## src/rtl/accel_ctrl_pkg.sv

```systemverilog
// Shared types for the accelerator control path: sequencer states,
// error codes and the per-layer descriptor bundle.
package accel_ctrl_pkg;

    localparam int unsigned ACC_M_W    = 10;
    localparam int unsigned ACC_K_W    = 12;
    localparam int unsigned ACC_ADDR_W = 32;

    typedef enum logic [8:0] {
        S_IDLE      = 9'b0_0000_0001,
        S_DESC_ADDR = 9'b0_0000_0010,
        S_DESC_CAP  = 9'b0_0000_0100,
        S_LOAD      = 9'b0_0000_1000,
        S_CLEAR     = 9'b0_0001_0000,
        S_COMPUTE   = 9'b0_0010_0000,
        S_DRAIN     = 9'b0_0100_0000,
        S_NEXT      = 9'b0_1000_0000,
        S_ERR       = 9'b1_0000_0000
    } layer_state_e;

    typedef enum logic [1:0] {
        ERR_NONE  = 2'd0,
        ERR_DMA   = 2'd1,
        ERR_ABORT = 2'd2,
        ERR_TMO   = 2'd3
    } err_code_e;

    typedef struct packed {
        logic [ACC_M_W-1:0]    mt;
        logic [ACC_K_W-1:0]    kt;
        logic [ACC_ADDR_W-1:0] wgt_base;
        logic [ACC_ADDR_W-1:0] out_base;
    } layer_desc_t;

endpackage

```

## src/rtl/phase_watchdog.sv

```systemverilog
// Saturating wait-phase counter; expired_o flags the wait cycle in
// which the count reaches its all-ones limit.
module phase_watchdog #(
    parameter int unsigned TMO_W = 20
) (
    input  logic clk,
    input  logic rst_n,
    input  logic clr_i,
    input  logic en_i,
    output logic expired_o
);

    localparam logic [TMO_W-1:0] MAX  = '1;
    localparam logic [TMO_W-1:0] LAST = {{(TMO_W-1){1'b1}}, 1'b0};
    localparam logic [TMO_W-1:0] ONE  = {{(TMO_W-1){1'b0}}, 1'b1};

    logic [TMO_W-1:0] cnt_q;

    always_ff @(posedge clk or negedge rst_n) begin
        if (!rst_n) begin
            cnt_q <= '0;
        end else if (clr_i) begin
            cnt_q <= '0;
        end else if (en_i && (cnt_q != MAX)) begin
            cnt_q <= cnt_q + ONE;
        end
    end

    assign expired_o = en_i && (cnt_q >= LAST);

endmodule

```

## src/rtl/layer_sequencer.sv

```systemverilog
// Per-layer sequencer: walks the descriptor table and drives DMA load,
// PE clear, BSR scheduling and output drain for every layer.
module layer_sequencer
    import accel_ctrl_pkg::*;
#(
    parameter int unsigned M_W     = ACC_M_W,
    parameter int unsigned K_W     = ACC_K_W,
    parameter int unsigned ADDR_W  = ACC_ADDR_W,
    parameter int unsigned DESC_AW = 3,
    parameter int unsigned TMO_W   = 20
) (
    input  logic               clk,
    input  logic               rst_n,
    input  logic               start_i,
    input  logic               abort_i,
    input  logic [DESC_AW:0]   num_layers_i,
    output logic               busy_o,
    output logic               done_o,
    output logic               error_o,
    output logic [1:0]         err_code_o,
    output logic [DESC_AW-1:0] cur_layer_o,
    output logic [DESC_AW-1:0] desc_rd_addr_o,
    input  logic [M_W-1:0]     desc_mt_i,
    input  logic [K_W-1:0]     desc_kt_i,
    input  logic [ADDR_W-1:0]  desc_wgt_base_i,
    input  logic [ADDR_W-1:0]  desc_out_base_i,
    output logic               dma_start_o,
    output logic [ADDR_W-1:0]  dma_base_o,
    input  logic               dma_done_i,
    input  logic               dma_err_i,
    output logic               pe_clr_o,
    output logic               sched_start_o,
    output logic               sched_abort_o,
    output logic [M_W-1:0]     sched_mt_o,
    output logic [K_W-1:0]     sched_kt_o,
    input  logic               sched_done_i,
    output logic               drain_start_o,
    output logic [ADDR_W-1:0]  drain_base_o,
    input  logic               drain_done_i
);

    localparam logic [DESC_AW:0] LAYER_ONE = {{DESC_AW{1'b0}}, 1'b1};

    layer_state_e       state_q;
    layer_desc_t        desc_q;
    err_code_e          err_q;
    logic [DESC_AW:0]   count_q;
    logic [DESC_AW-1:0] cur_layer_q;
    logic [DESC_AW-1:0] addr_q;
    logic               busy_q;
    logic               done_q;
    logic               error_q;
    logic               abort_pend_q;
    logic               dma_start_q;
    logic               pe_clr_q;
    logic               sched_start_q;
    logic               sched_abort_q;
    logic               drain_start_q;

    logic [DESC_AW:0]   layer_nxt_d;
    logic               in_wait_d;
    logic               wd_clr_d;
    logic               wd_exp;
    logic               abort_hit_d;

    assign layer_nxt_d = {1'b0, cur_layer_q} + LAYER_ONE;
    assign abort_hit_d = abort_i || abort_pend_q;

    assign in_wait_d = (state_q == S_LOAD)
                    || (state_q == S_COMPUTE)
                    || (state_q == S_DRAIN);

    // COMPUTE hands over straight to DRAIN, so that edge re-arms too
    assign wd_clr_d = !in_wait_d
                   || ((state_q == S_COMPUTE) && sched_done_i);

    phase_watchdog #(
        .TMO_W     (TMO_W)
    ) u_wdog (
        .clk       (clk),
        .rst_n     (rst_n),
        .clr_i     (wd_clr_d),
        .en_i      (in_wait_d),
        .expired_o (wd_exp)
    );

    always_ff @(posedge clk or negedge rst_n) begin
        if (!rst_n) begin
            state_q       <= S_IDLE;
            desc_q        <= '0;
            err_q         <= ERR_NONE;
            count_q       <= '0;
            cur_layer_q   <= '0;
            addr_q        <= '0;
            busy_q        <= 1'b0;
            done_q        <= 1'b0;
            error_q       <= 1'b0;
            abort_pend_q  <= 1'b0;
            dma_start_q   <= 1'b0;
            pe_clr_q      <= 1'b0;
            sched_start_q <= 1'b0;
            sched_abort_q <= 1'b0;
            drain_start_q <= 1'b0;
        end else begin
            done_q        <= 1'b0;
            dma_start_q   <= 1'b0;
            pe_clr_q      <= 1'b0;
            sched_start_q <= 1'b0;
            sched_abort_q <= 1'b0;
            drain_start_q <= 1'b0;
            if (abort_hit_d && (state_q != S_IDLE)
                            && (state_q != S_ERR)) begin
                state_q      <= S_ERR;
                error_q      <= 1'b1;
                err_q        <= ERR_ABORT;
                abort_pend_q <= 1'b0;
            end else begin
                unique case (state_q)
                    S_IDLE: begin
                        if (start_i) begin
                            error_q <= 1'b0;
                            err_q   <= ERR_NONE;
                            if (num_layers_i == '0) begin
                                done_q <= 1'b1;
                            end else begin
                                count_q      <= num_layers_i;
                                cur_layer_q  <= '0;
                                addr_q       <= '0;
                                busy_q       <= 1'b1;
                                abort_pend_q <= abort_i;
                                state_q      <= S_DESC_ADDR;
                            end
                        end
                    end
                    S_DESC_ADDR: state_q <= S_DESC_CAP;
                    S_DESC_CAP: begin
                        desc_q.mt       <= ACC_M_W'(desc_mt_i);
                        desc_q.kt       <= ACC_K_W'(desc_kt_i);
                        desc_q.wgt_base <= ACC_ADDR_W'(desc_wgt_base_i);
                        desc_q.out_base <= ACC_ADDR_W'(desc_out_base_i);
                        if (desc_mt_i == '0) begin
                            state_q <= S_NEXT;
                        end else begin
                            state_q     <= S_LOAD;
                            dma_start_q <= 1'b1;
                        end
                    end
                    S_LOAD: begin
                        if (dma_err_i) begin
                            state_q <= S_ERR;
                            error_q <= 1'b1;
                            err_q   <= ERR_DMA;
                        end else if (dma_done_i) begin
                            state_q  <= S_CLEAR;
                            pe_clr_q <= 1'b1;
                        end else if (wd_exp) begin
                            state_q <= S_ERR;
                            error_q <= 1'b1;
                            err_q   <= ERR_TMO;
                        end
                    end
                    S_CLEAR: begin
                        state_q       <= S_COMPUTE;
                        sched_start_q <= 1'b1;
                    end
                    S_COMPUTE: begin
                        if (sched_done_i) begin
                            state_q       <= S_DRAIN;
                            drain_start_q <= 1'b1;
                        end else if (wd_exp) begin
                            state_q <= S_ERR;
                            error_q <= 1'b1;
                            err_q   <= ERR_TMO;
                        end
                    end
                    S_DRAIN: begin
                        if (drain_done_i) begin
                            state_q <= S_NEXT;
                        end else if (wd_exp) begin
                            state_q <= S_ERR;
                            error_q <= 1'b1;
                            err_q   <= ERR_TMO;
                        end
                    end
                    S_NEXT: begin
                        if (layer_nxt_d < count_q) begin
                            cur_layer_q <= layer_nxt_d[DESC_AW-1:0];
                            addr_q      <= layer_nxt_d[DESC_AW-1:0];
                            state_q     <= S_DESC_ADDR;
                        end else begin
                            done_q  <= 1'b1;
                            busy_q  <= 1'b0;
                            state_q <= S_IDLE;
                        end
                    end
                    S_ERR: begin
                        sched_abort_q <= 1'b1;
                        busy_q        <= 1'b0;
                        state_q       <= S_IDLE;
                    end
                    default: begin
                        busy_q  <= 1'b0;
                        state_q <= S_IDLE;
                    end
                endcase
            end
        end
    end

    assign busy_o         = busy_q;
    assign done_o         = done_q;
    assign error_o        = error_q;
    assign err_code_o     = err_q;
    assign cur_layer_o    = cur_layer_q;
    assign desc_rd_addr_o = addr_q;
    assign dma_start_o    = dma_start_q;
    assign dma_base_o     = ADDR_W'(desc_q.wgt_base);
    assign pe_clr_o       = pe_clr_q;
    assign sched_start_o  = sched_start_q;
    assign sched_abort_o  = sched_abort_q;
    assign sched_mt_o     = M_W'(desc_q.mt);
    assign sched_kt_o     = K_W'(desc_q.kt);
    assign drain_start_o  = drain_start_q;
    assign drain_base_o   = ADDR_W'(desc_q.out_base);

endmodule

```

## config.mk

```make
export PLATFORM = sky130hd
export DESIGN_NAME = layer_sequencer
export DESIGN_NICKNAME = d
export VERILOG_FILES = /design/src/rtl/accel_ctrl_pkg.sv /design/src/rtl/phase_watchdog.sv /design/src/rtl/layer_sequencer.sv
export SDC_FILE = /design/constraint.sdc
export NUM_CORES = 1
export LEC_CHECK = 0
export CORE_ASPECT_RATIO = 1.2
export CORE_MARGIN = 10
export CORE_UTILIZATION = 50
export CTS_CLUSTER_SIZE = 24
export DETAILED_ROUTE_END_ITERATION = 16
export HOLD_SLACK_MARGIN = 0.15
export PLACE_DENSITY = 0.89
export SLEW_MARGIN = 10
export SYNTH_ARGS = -nofsm -noshare
export SYNTH_HDL_FRONTEND = slang
export SYNTH_SLANG_ARGS = --single-unit
```

## constraint.sdc

```tcl
create_clock -name clk -period 4.88 [get_ports clk]
set_clock_uncertainty 0.2 [all_clocks]
set_input_delay 0.976 -clock clk [delete_from_list [all_inputs] [get_ports clk]]
set_output_delay 0.976 -clock clk [all_outputs]
set_load 0.02 [all_outputs]
```

## Word-level counts from Yosys, hierarchy flattened

Cells that the tools add are included.

| storage, ports and cells | value |
|---|---|
| register bits | 133 |

| operators by class | value |
|---|---|
| $add $sub $neg | 2 |
| $lt $le $gt $ge | 2 |
| eq/ne operators | 22 |
| multiplexer cells | 60 |
| bitwise logic cells | 3 |
| reductions and logical operators | 25 |

Operators with widths:

| kind | count |
|---|---|
| 9-bit two-way mux | 8 |
| 9-bit case mux with 8 select lines | 1 |
| 20-bit two-way mux | 2 |
| 1-bit two-way mux | 32 |
| 20-bit by 1-bit adder with 20-bit output, second input constant | 1 |
| 20-bit greater-or-equal comparator, second input constant | 1 |
| 20-bit inequality test, second input constant | 1 |
| 2-bit two-way mux | 8 |
| 5-bit AND reduction | 3 |
| 10-bit logical NOT | 1 |
| 2-bit inequality test, second input constant | 5 |
| 9-bit by 1-bit == test with 1-bit output, second input constant | 1 |
| 9-bit by 2-bit == test with 1-bit output, second input constant | 1 |
| 9-bit by 3-bit == test with 1-bit output, second input constant | 1 |
| 9-bit by 4-bit == test with 1-bit output, second input constant | 1 |
| 9-bit by 5-bit == test with 1-bit output, second input constant | 1 |
| 9-bit by 6-bit == test with 1-bit output, second input constant | 1 |
| 9-bit by 7-bit == test with 1-bit output, second input constant | 1 |
| 9-bit by 8-bit == test with 1-bit output, second input constant | 1 |
| 9-bit == test, second input constant | 1 |
| 3-bit two-way mux | 3 |
| 9-bit by 1-bit inequality test with 1-bit output, second input constant | 1 |
| 9-bit inequality test, second input constant | 1 |
| 8-bit two-way mux | 1 |
| other kinds (21) | 36 |

## Longest topological paths before layout

| logic depth | value |
|---|---|
| word-level depth | 9 |
| mapped depth | 9 |

## Modules after synthesis

From an unflattened synthesis, not the netlist that was laid out.

| second synthesis, totals | value |
|---|---|
| cells, all modules | 479 |
| area, all modules | 6173.4 um^2 |

By module, submodules not included:

| module | times used | cells each | area an instance (um^2) | seq. area each (um^2) |
|---|---|---|---|---|
| layer_sequencer | 1 | 357 | 5051.1 | 2829.0 |
| phase_watchdog | 1 | 122 | 1122.3 | 500.5 |

## Worst setup path after synthesis

OpenSTA, ideal clock, no wires.

| timing path | value |
|---|---|
| path type | input to register |
| start point | input abort_i |
| end point | register desc_q, in the netlist dma_base_o[31] |
| arrival time | 2.334 ns |
| setup slack | 2.219 ns |
| stages on the path | 8 |
| path through | nor2_1 > a41oi_1 > and2_1 > buf_2 > nor3_4 > buf_6 > buf_6 > mux2_1 |

| between the ends | value |
|---|---|
| longest elaborated chain between the ends | 5 |

Ends and longest elaborated chain:

| item | RTL line | RTL |
|---|---|---|
| from (decl) | layer_sequencer.sv:15 | `input logic abort_i,` |
| 1-bit logical OR | layer_sequencer.sv:67 | `assign abort_hit_d = abort_i \|\| abort_pend_q;` |
| 1-bit logical AND | layer_sequencer.sv:111 | `if (abort_hit_d && (state_q != S_IDLE)` |
| 1-bit logical AND | layer_sequencer.sv:112 | `&& (state_q != S_ERR)) begin` |
| 1-bit NOT (no line) | - |  |
| 2-bit AND reduction (no line) | - |  |
| to (decl) | layer_sequencer.sv:45 | `layer_desc_t desc_q;` |

Every way passes these cells.
A chain may end at the register's enable or synchronous reset.

## Worst setup path in the final report

| timing path | value |
|---|---|
| start point | register state_q[6] |
| end point | register desc_q, in the netlist sched_mt_o[9] |

| between the ends | value |
|---|---|
| longest elaborated chain between the ends | 5 |
| elaborated cells on any way between the ends | 7 |
| classes of those cells | 3 x eq/ne; 1 x bitwise; 3 x reduce/logical |

Ends and longest elaborated chain:

| item | RTL line | RTL |
|---|---|---|
| from (decl) | layer_sequencer.sv:44 | `layer_state_e state_q;` |
| from (signal assigned) | layer_sequencer.sv:89 | `state_q <= S_IDLE;` |
| from (signal assigned) | layer_sequencer.sv:113 | `state_q <= S_ERR;` |
| from (signal assigned) | layer_sequencer.sv:131 | `state_q <= S_DESC_ADDR;` |
| 9-bit by 1-bit inequality test with 1-bit output | layer_sequencer.sv:111 |  |
| 1-bit logical AND | layer_sequencer.sv:111 |  |
| 1-bit logical AND | layer_sequencer.sv:112 |  |
| 1-bit NOT (no line) | - |  |
| 2-bit AND reduction (no line) * | - |  |

Every way passes the cells marked *; elsewhere a longest branch is shown, timed or not.

==> impl_metrics.json <==
{
  "dr.pass1.iters": 5,
  "synth_area_leaders": "dfrtp_1, mux2_2, mux2_1",
  "fp.dieW_microns": 120,
  "clkLatencyLatePin_ps": 420,
  "synth-edff-count": 0,
  "hold_buffers": 0,
  "rsz0062_at_grt": "no",
  "synth_top_area_share_pct": 55.1,
  "p_per_area_mw_per_mm2": 598,
  "synthToLayoutAreaGrowth_pct": 44.9,
  "critPathMaxFanout": 58,
  "track_usage_pct": 21.6,
  "synth.cell_area_sq_mm": 0.00599,
  "start_kind": "flip-flop",
  "hold_start": "drain_base_o[18]",
  "clk_path_buf_depth": 2,
  "use_met3_pct": 6.71,
  "worstMarginPinSlew_ps": 976,
  "drive_above_1_share_pct": 13.6,
  "cp_data_required_time_ps": 4980,
  "fin_crit_ps": 3610,
  "grt_max_degree": 74,
  "synth_async_sr_flop_share_pct": 100,
  "synth_common_cells": "dfrtp_1, mux2_2, mux2_1, nor2_1, nand2_1",
  "core_sq_mm": 0.0117,
  "synth_flop_cell": "dfrtp_1",
  "cp_top_family": "simple AND/OR/NAND/NOR gates",
  "critPathCaptureType": "flip-flop",
  "status": "finished, final reports clean",
  "via_per_inst": 5.69,
  "clock.fmax_mhz": 277,
  "die_y_microns": 140,
  "period_share_pct": 74.0,
  "yosysMostFrequentCell": "dfrtp_1",
  "use_met1_pct": 22.5,
  "maxCapViolCount": 0,
  "yosysUniqueCellTypes": 56,
  "cts_buffers": 17,
  "drc": 0,
  "reg2reg_from": "state_q[6]",
  "syn_inst": 486,
  "drt_first_iter_violations": 286,
  "min_to": "drain_base_o[18]",
  "worst_path_max_delay_cell": "nor2_1",
  "hp-class": "flip-flop to flip-flop",
  "grt_pass1_vias": 5215,
  "setup-violations-final": 0,
  "overflow": 0,
  "slew_headroom_pct": 34.4,
  "ios": 200,
  "root_buffer": "clkbuf_16",
  "antenna_cells": 0,
  "fp-row-count": 43,
  "cts.repair.resized": 0,
  "holdPathStages": 1,
  "dpl.cell_count": 823,
  "reg2reg_to": "sched_mt_o[9]",
  "cts.sinks": 133,
  "place_hpwl_microns": 13500,
  "cts_setup_buffers": 0,
  "leakagePower_nw": 3.46,
  "max_stage_delay_ps": 620,
  "dieArea_sq_mm": 0.0168,
  "grt_pass1_wl_microns": 28800,
  "setup-tns-final_ps": 0,
  "syn_avg_cell_area_sq_um": 12.3,
  "htreeDepth": 4,
  "maxSlewViolCount": 0,
  "place.gp.congestion": 0.950,
  "ir_drop_mv": 0.372,
  "wirelength_microns": 18500,
  "instances_no_fill": 855,
  "rrSetupSlack_ps": 1270,
  "antenna_found_initial": 0,
  "port_buffers": 199,
  "num_vias": 4868,
  "crit_chain": "nor2_1 -> nand4_1 -> and2_1 -> nor3_4 -> buf_4 -> mux2_2",
  "grt.met2_usage_pct": 39.0,
  "final_hold_viol_count": 0,
  "initial_core_util_pct": 51.3,
  "ys_seq_area_share_pct": 55.5,
  "path_clk_slew_ps": 70,
  "drt.antenna.violating_nets": 0,
  "cts_tree": "yes",
  "syn_nets": 590,
  "wl_per_cell_microns": 21.6,
  "critical_path_class": "flip-flop to flip-flop",
  "yosys.area.top_type": "dfrtp_1",
  "crit_buf_inv": 1,
  "synth-seq-cells": 133,
  "reg2reg_depth": 6,
  "busiest_layer": "met2",
  "fin_nets": 789,
  "yosys_warnings": 0,
  "arrival_ps": 3710
}
## logic make-up (layout without fill, tap and decap cells)
logic type | Yosys count | count (layout) | share of synthesized area [%]
flops | 133 | 133 | 55.5
fa+ha+maj | 6 | 6 | 1.25
xor+xnor | 20 | 20 | 2.92
mux | 91 | 91 | 17.0
compound gates | 58 | 58 | 6.68
buf+inv | 34 | 246 | 3.21
simple gates | 144 | 144 | 13.4
## worst max-delay path by stage
stage	from	to	slack, ps	depth (start not counted)
after floorplan	abort_i	dma_base_o[31]	2220	8
after global placement	abort_i	dma_base_o[1]	1320	7
after detailed placement	abort_i	dma_base_o[29]	1270	7
after CTS	state_q[5]	dma_base_o[29]	1380	6
after global routing	state_q[6]	sched_mt_o[9]	1170	6
final	state_q[6]	sched_mt_o[9]	1270	6
## per-stage QoR
| stage | instance area [sq um] | setup slack [ps] | utilization [%] | power, mW | hold WS (ps) |
|---|---|---|---|---|---|
| 6_report | 8690 | 1270 | 74.4 | 5.19 | 290 |
| 5_1_grt | 8690 | 1170 | 74.4 | 5.42 | 308 |
| 4_1_cts | 8680 | 1380 | 74.4 | 5.23 | 295 |
| 3_5_place_dp | 8080 | 1270 | 69.2 | 3.89 | 276 |
| 3_3_place_gp | 8080 | 1320 | 69.2 | 3.81 | 267 |
| 2_1_floorplan | 5990 | 2220 | - | 2.76 | 266 |
## worst reg2reg max path, delay by kind of cell (launching register included)
family        cells  cell delay, ps
mux               1             470
simple gates      4            1660
flops             1             540
buf+inv           1             620
## sequential cells by signal, indices dropped and copies added (netlist names), 2 cells and up
register        flops
sched_kt_o         12
count_q             4
state_q             9
sched_mt_o         10
desc_rd_addr_o      3
u_wdog.cnt_q       20
err_code_o          2
dma_base_o         32
drain_base_o       32
## power breakdown
group / leakage, nW / switching (mW) / internal, mW
sequential: 1.64 / 0.260 / 1.52
clock: 0.293 / 0.527 / 0.782
combinational: 1.53 / 1.07 / 1.04
## placed cells by master (no fill, tap or decap), drive strengths merged, types with 4 or more instances in the layout
cell type / Yosys / final
and3: 6 / 6
a2111oi: 5 / 5
o21ai: 12 / 12
xnor2: 15 / 15
nand4: 13 / 13
nor4: 6 / 6
nor3: 13 / 13
a211oi: 7 / 7
inv: 10 / 16
clkinv: 0 / 4
or4: 5 / 5
nand2: 23 / 23
clkbuf: 7 / 18
nor3b: 5 / 5
mux2: 88 / 88
ha: 6 / 6
and4: 4 / 4
dfrtp: 132 / 132
a21oi: 9 / 9
clkdlybuf4s50: 0 / 198
nand3: 17 / 17
xor2: 5 / 5
a31oi: 6 / 6
buf: 17 / 6
nor2: 31 / 31
## layer usage
| metal | vias to the layer above | wire length [microns] | share of wire, % |
|---|---|---|---|
| met5 | - | 0 | 0 |
| met4 | 0 | 668 | 3.6 |
| met1 | 2384 | 6690 | 36 |
| li1 | 2187 | - | - |
| met2 | 246 | 9810 | 53 |
| met3 | 51 | 1320 | 7.1 |
## cell type report
type                       instances  area (sq um)
inverter                          10          37.5
timing repair buffer             204          2040
clock inverter                    14           166
multi-input combinational        319          2480
tap                              157           196
fill                             730          2990
sequential                       133          3330
clock buffer                      18           439
Note: power is estimated with default switching activity, not from simulation.
